--- config.mk ---
export PLATFORM = sky130hd
export DESIGN_NAME = iq_filter_scheduler
export DESIGN_NICKNAME = d
export VERILOG_FILES = /design/src/rtl/iq_filter_scheduler.sv
export SDC_FILE = /design/constraint.sdc
export NUM_CORES = 1
export LEC_CHECK = 0
export CAP_MARGIN = 5
export CORE_MARGIN = 2
export CORE_UTILIZATION = 55
export CTS_BUF_LIST = sky130_fd_sc_hd__clkbuf_16
export DETAILED_ROUTE_END_ITERATION = 8
export DONT_BUFFER_PORTS = 1
export HOLD_SLACK_MARGIN = 0.02
export PLACE_DENSITY_LB_ADDON = 0.1
export SLEW_MARGIN = 40
export SYNTH_ARGS = -nofsm -noshare
export SYNTH_HDL_FRONTEND = slang
export SYNTH_SLANG_ARGS = --single-unit
--- constraint.sdc ---
create_clock -name clk -period 4.2 [get_ports clk]
set_clock_uncertainty 0.15 [all_clocks]
set_input_delay 0.84 -clock clk [delete_from_list [all_inputs] [get_ports clk]]
set_output_delay 0.84 -clock clk [all_outputs]
set_load 0.01 [all_outputs]
--- src/rtl/iq_filter_scheduler.sv ---
// Shares one pulse-shaping filter between the I and Q rails: zero-stuffs symbols to the upsampling rate,
// interleaves I/Q issues and re-pairs filter results. Optional macro UNDERRUN_CNT_EN adds an underrun counter.
module iq_filter_scheduler #(
  parameter int SAMP_W = 12,
  parameter int OUT_W  = 10,
  parameter int RATE_W = 9
) (
  input  logic              clk,
  input  logic              rst,
  input  logic [RATE_W-1:0] upsampling_rate,
  input  logic              sym_valid,
  output logic              sym_ready,
  input  logic [SAMP_W-1:0] sym_i,
  input  logic [SAMP_W-1:0] sym_q,
  output logic [SAMP_W-1:0] filt_data,
  output logic              filt_valid,
  output logic              filt_sel,
  input  logic [SAMP_W-1:0] filt_result,
  input  logic              filt_result_valid,
  output logic [OUT_W-1:0]  I_out,
  output logic [OUT_W-1:0]  Q_out,
  output logic              out_valid,
`ifdef UNDERRUN_CNT_EN
  output logic [15:0]       underrun_cnt,
`endif
  output logic              busy
);

  typedef enum logic [1:0] {IDLE, ISSUE_I, ISSUE_Q} state_t;

  state_t            state, state_next;
  logic [RATE_W-1:0] slot, slot_next;
  logic [RATE_W-1:0] rate_eff, rate_eff_next;
  logic [SAMP_W-1:0] held_i, held_i_next;
  logic [SAMP_W-1:0] held_q, held_q_next;
  logic [RATE_W-1:0] rate_in;
  logic              last_slot;

  logic              toggle_q;
  logic [SAMP_W-1:0] held_res;

  // A programmed rate of 0 is treated the same as 1 so every symbol issues at least once.
  assign rate_in   = (upsampling_rate == '0) ? RATE_W'(1) : upsampling_rate;
  assign last_slot = (slot == (rate_eff - RATE_W'(1)));
  assign busy      = (state != IDLE);

  always_comb begin
    state_next    = state;
    slot_next     = slot;
    rate_eff_next = rate_eff;
    held_i_next   = held_i;
    held_q_next   = held_q;
    sym_ready     = 1'b0;
    case (state)
      IDLE: begin
        sym_ready = 1'b1;
        if (sym_valid) begin
          held_i_next   = sym_i;
          held_q_next   = sym_q;
          rate_eff_next = rate_in;
          slot_next     = '0;
          state_next    = ISSUE_I;
        end
      end
      ISSUE_I: state_next = ISSUE_Q;
      ISSUE_Q: begin
        if (!last_slot) begin
          slot_next  = slot + RATE_W'(1);
          state_next = ISSUE_I;
        end else begin
          // Accepting here keeps the filter stream gap-free between symbols.
          sym_ready = 1'b1;
          if (sym_valid) begin
            held_i_next   = sym_i;
            held_q_next   = sym_q;
            rate_eff_next = rate_in;
            slot_next     = '0;
            state_next    = ISSUE_I;
          end else begin
            state_next = IDLE;
          end
        end
      end
      default: state_next = IDLE;
    endcase
    if (rst) begin
      sym_ready = 1'b0;
    end
  end

  always_ff @(posedge clk) begin
    if (rst) begin
      state    <= IDLE;
      slot     <= '0;
      rate_eff <= '0;
      held_i   <= '0;
      held_q   <= '0;
    end else begin
      state    <= state_next;
      slot     <= slot_next;
      rate_eff <= rate_eff_next;
      held_i   <= held_i_next;
      held_q   <= held_q_next;
    end
  end

  // Filter-side outputs lag the state by one cycle; non-zero data only in slot 0.
  always_ff @(posedge clk) begin
    if (rst) begin
      filt_valid <= 1'b0;
      filt_sel   <= 1'b0;
      filt_data  <= '0;
    end else begin
      filt_valid <= (state != IDLE);
      filt_sel   <= (state == ISSUE_Q);
      if (state == IDLE || slot != '0) begin
        filt_data <= '0;
      end else if (state == ISSUE_Q) begin
        filt_data <= held_q;
      end else begin
        filt_data <= held_i;
      end
    end
  end

  always_ff @(posedge clk) begin
    if (rst) begin
      toggle_q  <= 1'b0;
      held_res  <= '0;
      I_out     <= '0;
      Q_out     <= '0;
      out_valid <= 1'b0;
    end else begin
      out_valid <= 1'b0;
      if (filt_result_valid) begin
        if (!toggle_q) begin
          held_res <= filt_result;
          toggle_q <= 1'b1;
        end else begin
          I_out     <= held_res[SAMP_W-1 -: OUT_W];
          Q_out     <= filt_result[SAMP_W-1 -: OUT_W];
          out_valid <= 1'b1;
          toggle_q  <= 1'b0;
        end
      end
    end
  end

`ifdef UNDERRUN_CNT_EN
  always_ff @(posedge clk) begin
    if (rst) begin
      underrun_cnt <= '0;
    end else if (state == ISSUE_Q && last_slot && !sym_valid && underrun_cnt != 16'hFFFF) begin
      underrun_cnt <= underrun_cnt + 16'd1;
    end
  end
`endif

endmodule

==> out/qor_table.md <==
| Stage | Metric | This run |
|---|---|---|
| detailed routing | Final routed wirelength across all metal layers | 8460 um |
| synthesis | Synthesized instance count | 429 |
| worst setup path | Flop2flop setup slack | 740 ps |
| final layout | Diodes inserted | 0 |
| final layout | Synth-to-layout area growth | 7.85% |
| power | Power Internal | 1.41 mW |
| placement | Total half-perimeter wirelength after legalization and detailed placement | 5560 um |
| detailed routing | Total length of routed met2 wires | 4030 um |
| status | Violated checks | DRC |
| detailed routing | Detailed-routing wirelength on met1 | 3640 um |
| synthesis | EDFF count, synth | 0 |
| worst setup path | CP Cell Sequence | inv_1 -> ha_1 -> or3b_1 -> or4_1 -> a222oi_1 -> o21a_1 -> a21oi_2 -> nor3_1 |
| worst setup path | Worst r2r dst | held_i[2] |
| placement | Placed Instance Area | 3660 um^2 |
| worst setup path | Worst reg2reg path startpoint | rate_eff[0] |
| final layout | Sequential standard cell area | 1800 um^2 |
| final layout | Summed area of non-filler cells in the final layout | 3970 um^2 |
| worst setup path | Slowest-stage cell, CP | sky130_fd_sc_hd__or4_1 |
| global routing | Via count of the first global-routing pass | 2887 |
| hold path | Tightest Hold Check Type | reg2reg |
| die | Number of placement rows | 29 |
| worst setup path | Data required time of the critical path | 3210 ps |
| power | Part of the power in combinational logic | 0.080 |
| detailed routing | Top routing layer in use | met4 |
| cts | Clock buffers created by TritonCTS | 9 |
| final layout | Fraction of layout instances using a drive strength above 1 | 0.0747 |
| worst setup path | Worst Path Max Fanout | 6 |
| die | Initial cell density of the core | 0.573 |
| timing | Upper clock frequency limit | 0.255 GHz |
| cts | TritonCTS clock tree | yes |
| timing | Headroom to the max-slew limit | 0.520 |
| timing | Final worst slack | 279 ps |
| die | Standard cell core area | 6420 um^2 |
| detailed routing | Iteration-0 DRC count of the detailed router | 147 |
| timing | Fin Setup TNS | 0 ps |
| detailed routing | DRC viols | 7 |
| detailed routing | Amount of wire on met3 after detailed routing | 694 um |
| die | Die area | 7370 um^2 |
| placement | Count of port buffers added during placement | 0 |
| synthesis | Synthesis Warnings | 0 |
| timing | Hold Vio Cnt, Final | 0 |
| worst setup path | Depth of the most critical reg-to-reg path | 10 |
| synthesis | Part of the Yosys area used for sequential elements | 0.489 |
| synthesis | Average size of a mapped cell | 8.58 um^2 |
| worst setup path | Startpoint-to-endpoint class of the critical path | reg2out |
| cts | Maximum number of buffers from clock root to sink | 2 |
| placement | Worst setup slack after placement | 624 ps |
| worst setup path | Element type at the critical path start | flop |
| cts | Latest clock arrival within the worst-skew pair | 340 ps |
| global routing | GRT overflow | 0 |
| cts | Quantity of hold-fixing buffers added after cts | 0 |
| synthesis | Cell types with the largest area share after synthesis | sky130_fd_sc_hd__dfxtp_1, sky130_fd_sc_hd__a21oi_1, sky130_fd_sc_hd__a22o_1, sky130_fd_sc_hd__nand2_1, sky130_fd_sc_hd__nand3_1 |
| detailed routing | Via-per-instance ratio | 6.16 |
| synthesis | Post-synth top area cell | sky130_fd_sc_hd__dfxtp_1 |
| hold path | Hold path cells | 2 |
| power | Total power density per cell area | 473 nW/um^2 |
| global routing | All-Layer GR Usage | 0.235 |
| synthesis | Syn Nets | 481 |
| detailed routing | Antenna-violating nets left | 0 |
| timing | Final number of setup-violating endpoints | 0 |
| timing | Final Critical Period | 3920 ps |
| synthesis | Count of state elements after synthesis | 90 |
| synthesis | Cell area after synthesis | 3680 um^2 |
| power | Switching share of power | 0.246 |
| worst setup path | Arrival time worst endpoint | 2930 ps |
| worst setup path | First element of the critical path | rate_eff[0] |
| hold path | Beginning of the worst hold path | held_res[4] |
| final layout | Layout fillers | 567 |
| cts | Total number of H-tree levels | 3 |
| power | Share of total power in sequential cells | 0.490 |
| worst setup path | Category of the worst setup path capture point | output pin |
| power | Net switching power | 0.462 mW |
| global routing | Number of antenna violations at the first check in global routing | 0 |
| synthesis | Fraction of registers with async set/reset | 0 |
| die | Y dimension of the die | 85.8 um |
| die | Top-level I/O count | 86 |
| global routing | Pin count of the biggest net entering global routing | 58 |
| cts | Count of clock tree sinks | 90 |
| cts | Number of gates resized after cts | 0 |
| synthesis | Top cell type's share of synthesized area | 0.489 |
| hold path | Worst min-delay path endpoint | held_res[4] |
| cts | Number of buffers inserted by post-CTS setup repair | 0 |
| placement | Placer congestion estimate | 0.882 |
| timing | Slew at the pin closest to its max-slew limit | 719 ps |
| global routing | Global-route wire length before repair | 13900 um |
| timing | Unrepaired setup endpoints after global routing | no |
| detailed routing | Number of iterations in the first detailed-routing pass | 8 |
| worst setup path | Largest stage delay on the critical path | 480 ps |
| cts | Clock transition time at the flip-flop clock pins of the worst setup and hold paths | 60 ps |
| detailed routing | Detailed-route wire length per cell | 17.2 um |
| timing | Fin. max-slew vios | 0 |
| die | Die width | 85.8 um |
| power | Relative contribution of the clock network to total power | 0.430 |
| cts | Clock root buffer master | sky130_fd_sc_hd__clkbuf_16 |
| synthesis | Unique cell type count in the Yosys netlist | 45 |
| power | P_leak | 1.38 nW |
| final layout | Net count of the finished layout | 462 |
| power | Worst VDD drop | 261 uV |
| detailed routing | Total number of vias | 3033 |
| final layout | Total area of multi-input combinational cells | 1700 um^2 |
| run | MaxCap Viol Count | 0 |
| status | Result of the run | finished, violations left |
| synthesis | Most frequently used flop master after synthesis | sky130_fd_sc_hd__dfxtp_1 |
| timing | Post-route fraction of the period consumed by the critical path | 0.934 |
how the worst max path moves through the flow:
| stage | cells after the start | slack [ps] | endpoint |
|---|---|---|---|
| after floorplan | 10 | 580 | sym_ready |
| after detailed placement | 8 | 620 | sym_ready |
| after global placement | 8 | 680 | sym_ready |
| after global routing | 8 | 120 | sym_ready |
| final | 8 | 280 | sym_ready |
| after CTS | 8 | 270 | sym_ready |
cells in the final DEF (no fill, tap or decap), types with 7 or more instances in the layout:
cell	Yosys	routed
sky130_fd_sc_hd__dfxtp_1	90	90
sky130_fd_sc_hd__a21oi_1	60	59
sky130_fd_sc_hd__nand2_1	51	51
sky130_fd_sc_hd__nand3_1	38	38
sky130_fd_sc_hd__o21ai_0	32	32
sky130_fd_sc_hd__a22o_1	22	22
sky130_fd_sc_hd__nor2_1	15	14
sky130_fd_sc_hd__inv_1	8	9
sky130_fd_sc_hd__xnor2_1	9	9
sky130_fd_sc_hd__clkbuf_16	0	9
sky130_fd_sc_hd__nor3_1	7	7
per-layer routing:
metal,global-route usage,up-vias
met5,0,-
met4,0.0779,0
met3,0.0664,8
met2,0.378,109
met1,0.306,1421
li1,-,1495
logic make-up after synthesis:
logic type,count (synthesis),share of synthesized area
compound gates,141,0.238
xor+xnor,11,0.0262
fa+ha+maj,3,0.0102
buf+inv,43,0.0527
flops,90,0.489
mux,1,0.00272
simple gates,140,0.181
cell type report:
type / instances / area share
inverter: 8 / 0.00756
tap: 77 / 0.0243
sequential: 90 / 0.454
clock inverter: 7 / 0.0208
timing repair buffer: 5 / 0.00945
clock buffer: 9 / 0.0567
multi-input combinational: 296 / 0.428
critical path: cells and delay by family, from the launching register on:
family | cells | cell delay (ps)
buffers and inverters | 1 | 80
AO/OA/AOI/OAI | 3 | 670
adder cells (fa/ha/maj) | 1 | 250
AND/OR/NAND/NOR | 3 | 1230
flip-flops | 1 | 360
cell usage after synthesis, types with 3 or more instances:
| cell type | n |
|---|---|
| sky130_fd_sc_hd__a22o_1 | 22 |
| sky130_fd_sc_hd__clkbuf_1 | 25 |
| sky130_fd_sc_hd__a31oi_1 | 4 |
| sky130_fd_sc_hd__nand2_1 | 51 |
| sky130_fd_sc_hd__buf_4 | 4 |
| sky130_fd_sc_hd__ha_1 | 3 |
| sky130_fd_sc_hd__a21oi_1 | 60 |
| sky130_fd_sc_hd__nor2_1 | 15 |
| sky130_fd_sc_hd__nor3_1 | 7 |
| sky130_fd_sc_hd__o21ai_0 | 32 |
| sky130_fd_sc_hd__nand2b_1 | 4 |
| sky130_fd_sc_hd__dfxtp_1 | 90 |
| sky130_fd_sc_hd__o21ai_1 | 5 |
| sky130_fd_sc_hd__xnor2_1 | 9 |
| sky130_fd_sc_hd__nand3_1 | 38 |
| sky130_fd_sc_hd__nand4_1 | 3 |
| sky130_fd_sc_hd__inv_1 | 8 |
| sky130_fd_sc_hd__nor2b_1 | 4 |
| sky130_fd_sc_hd__nor4_1 | 5 |
through the flow:
step	util	cells	power [mW]	hold slack, ps
4_1_cts	0.618	492	1.89	299
6_report	0.618	492	1.88	302
3_5_place_dp	0.570	476	1.09	290
2_1_floorplan	-	429	1.06	278
3_3_place_gp	0.570	476	1.08	285
5_1_grt	0.618	492	1.96	312
sequential cells by signal (all words and copies together), names as in the netlist:
name and cells:
state 2, held_q 12, filt_data 12, out_valid 1, filt_sel 1, toggle_q 1
slot 9, Q_out 10, filt_valid 1, rate_eff 9, held_i 12, I_out 10
held_res 10
power groups by stage:
stage                     clock network (mW)  registers [mW]  logic (mW)
after floorplan                            0           0.929       0.135
after global placement                     0           0.937       0.145
after detailed placement                   0           0.938       0.149
after CTS                              0.818           0.919       0.150
after global routing                   0.868           0.924       0.168
final                                  0.808           0.919       0.150
(Power assumes the default switching activity.)
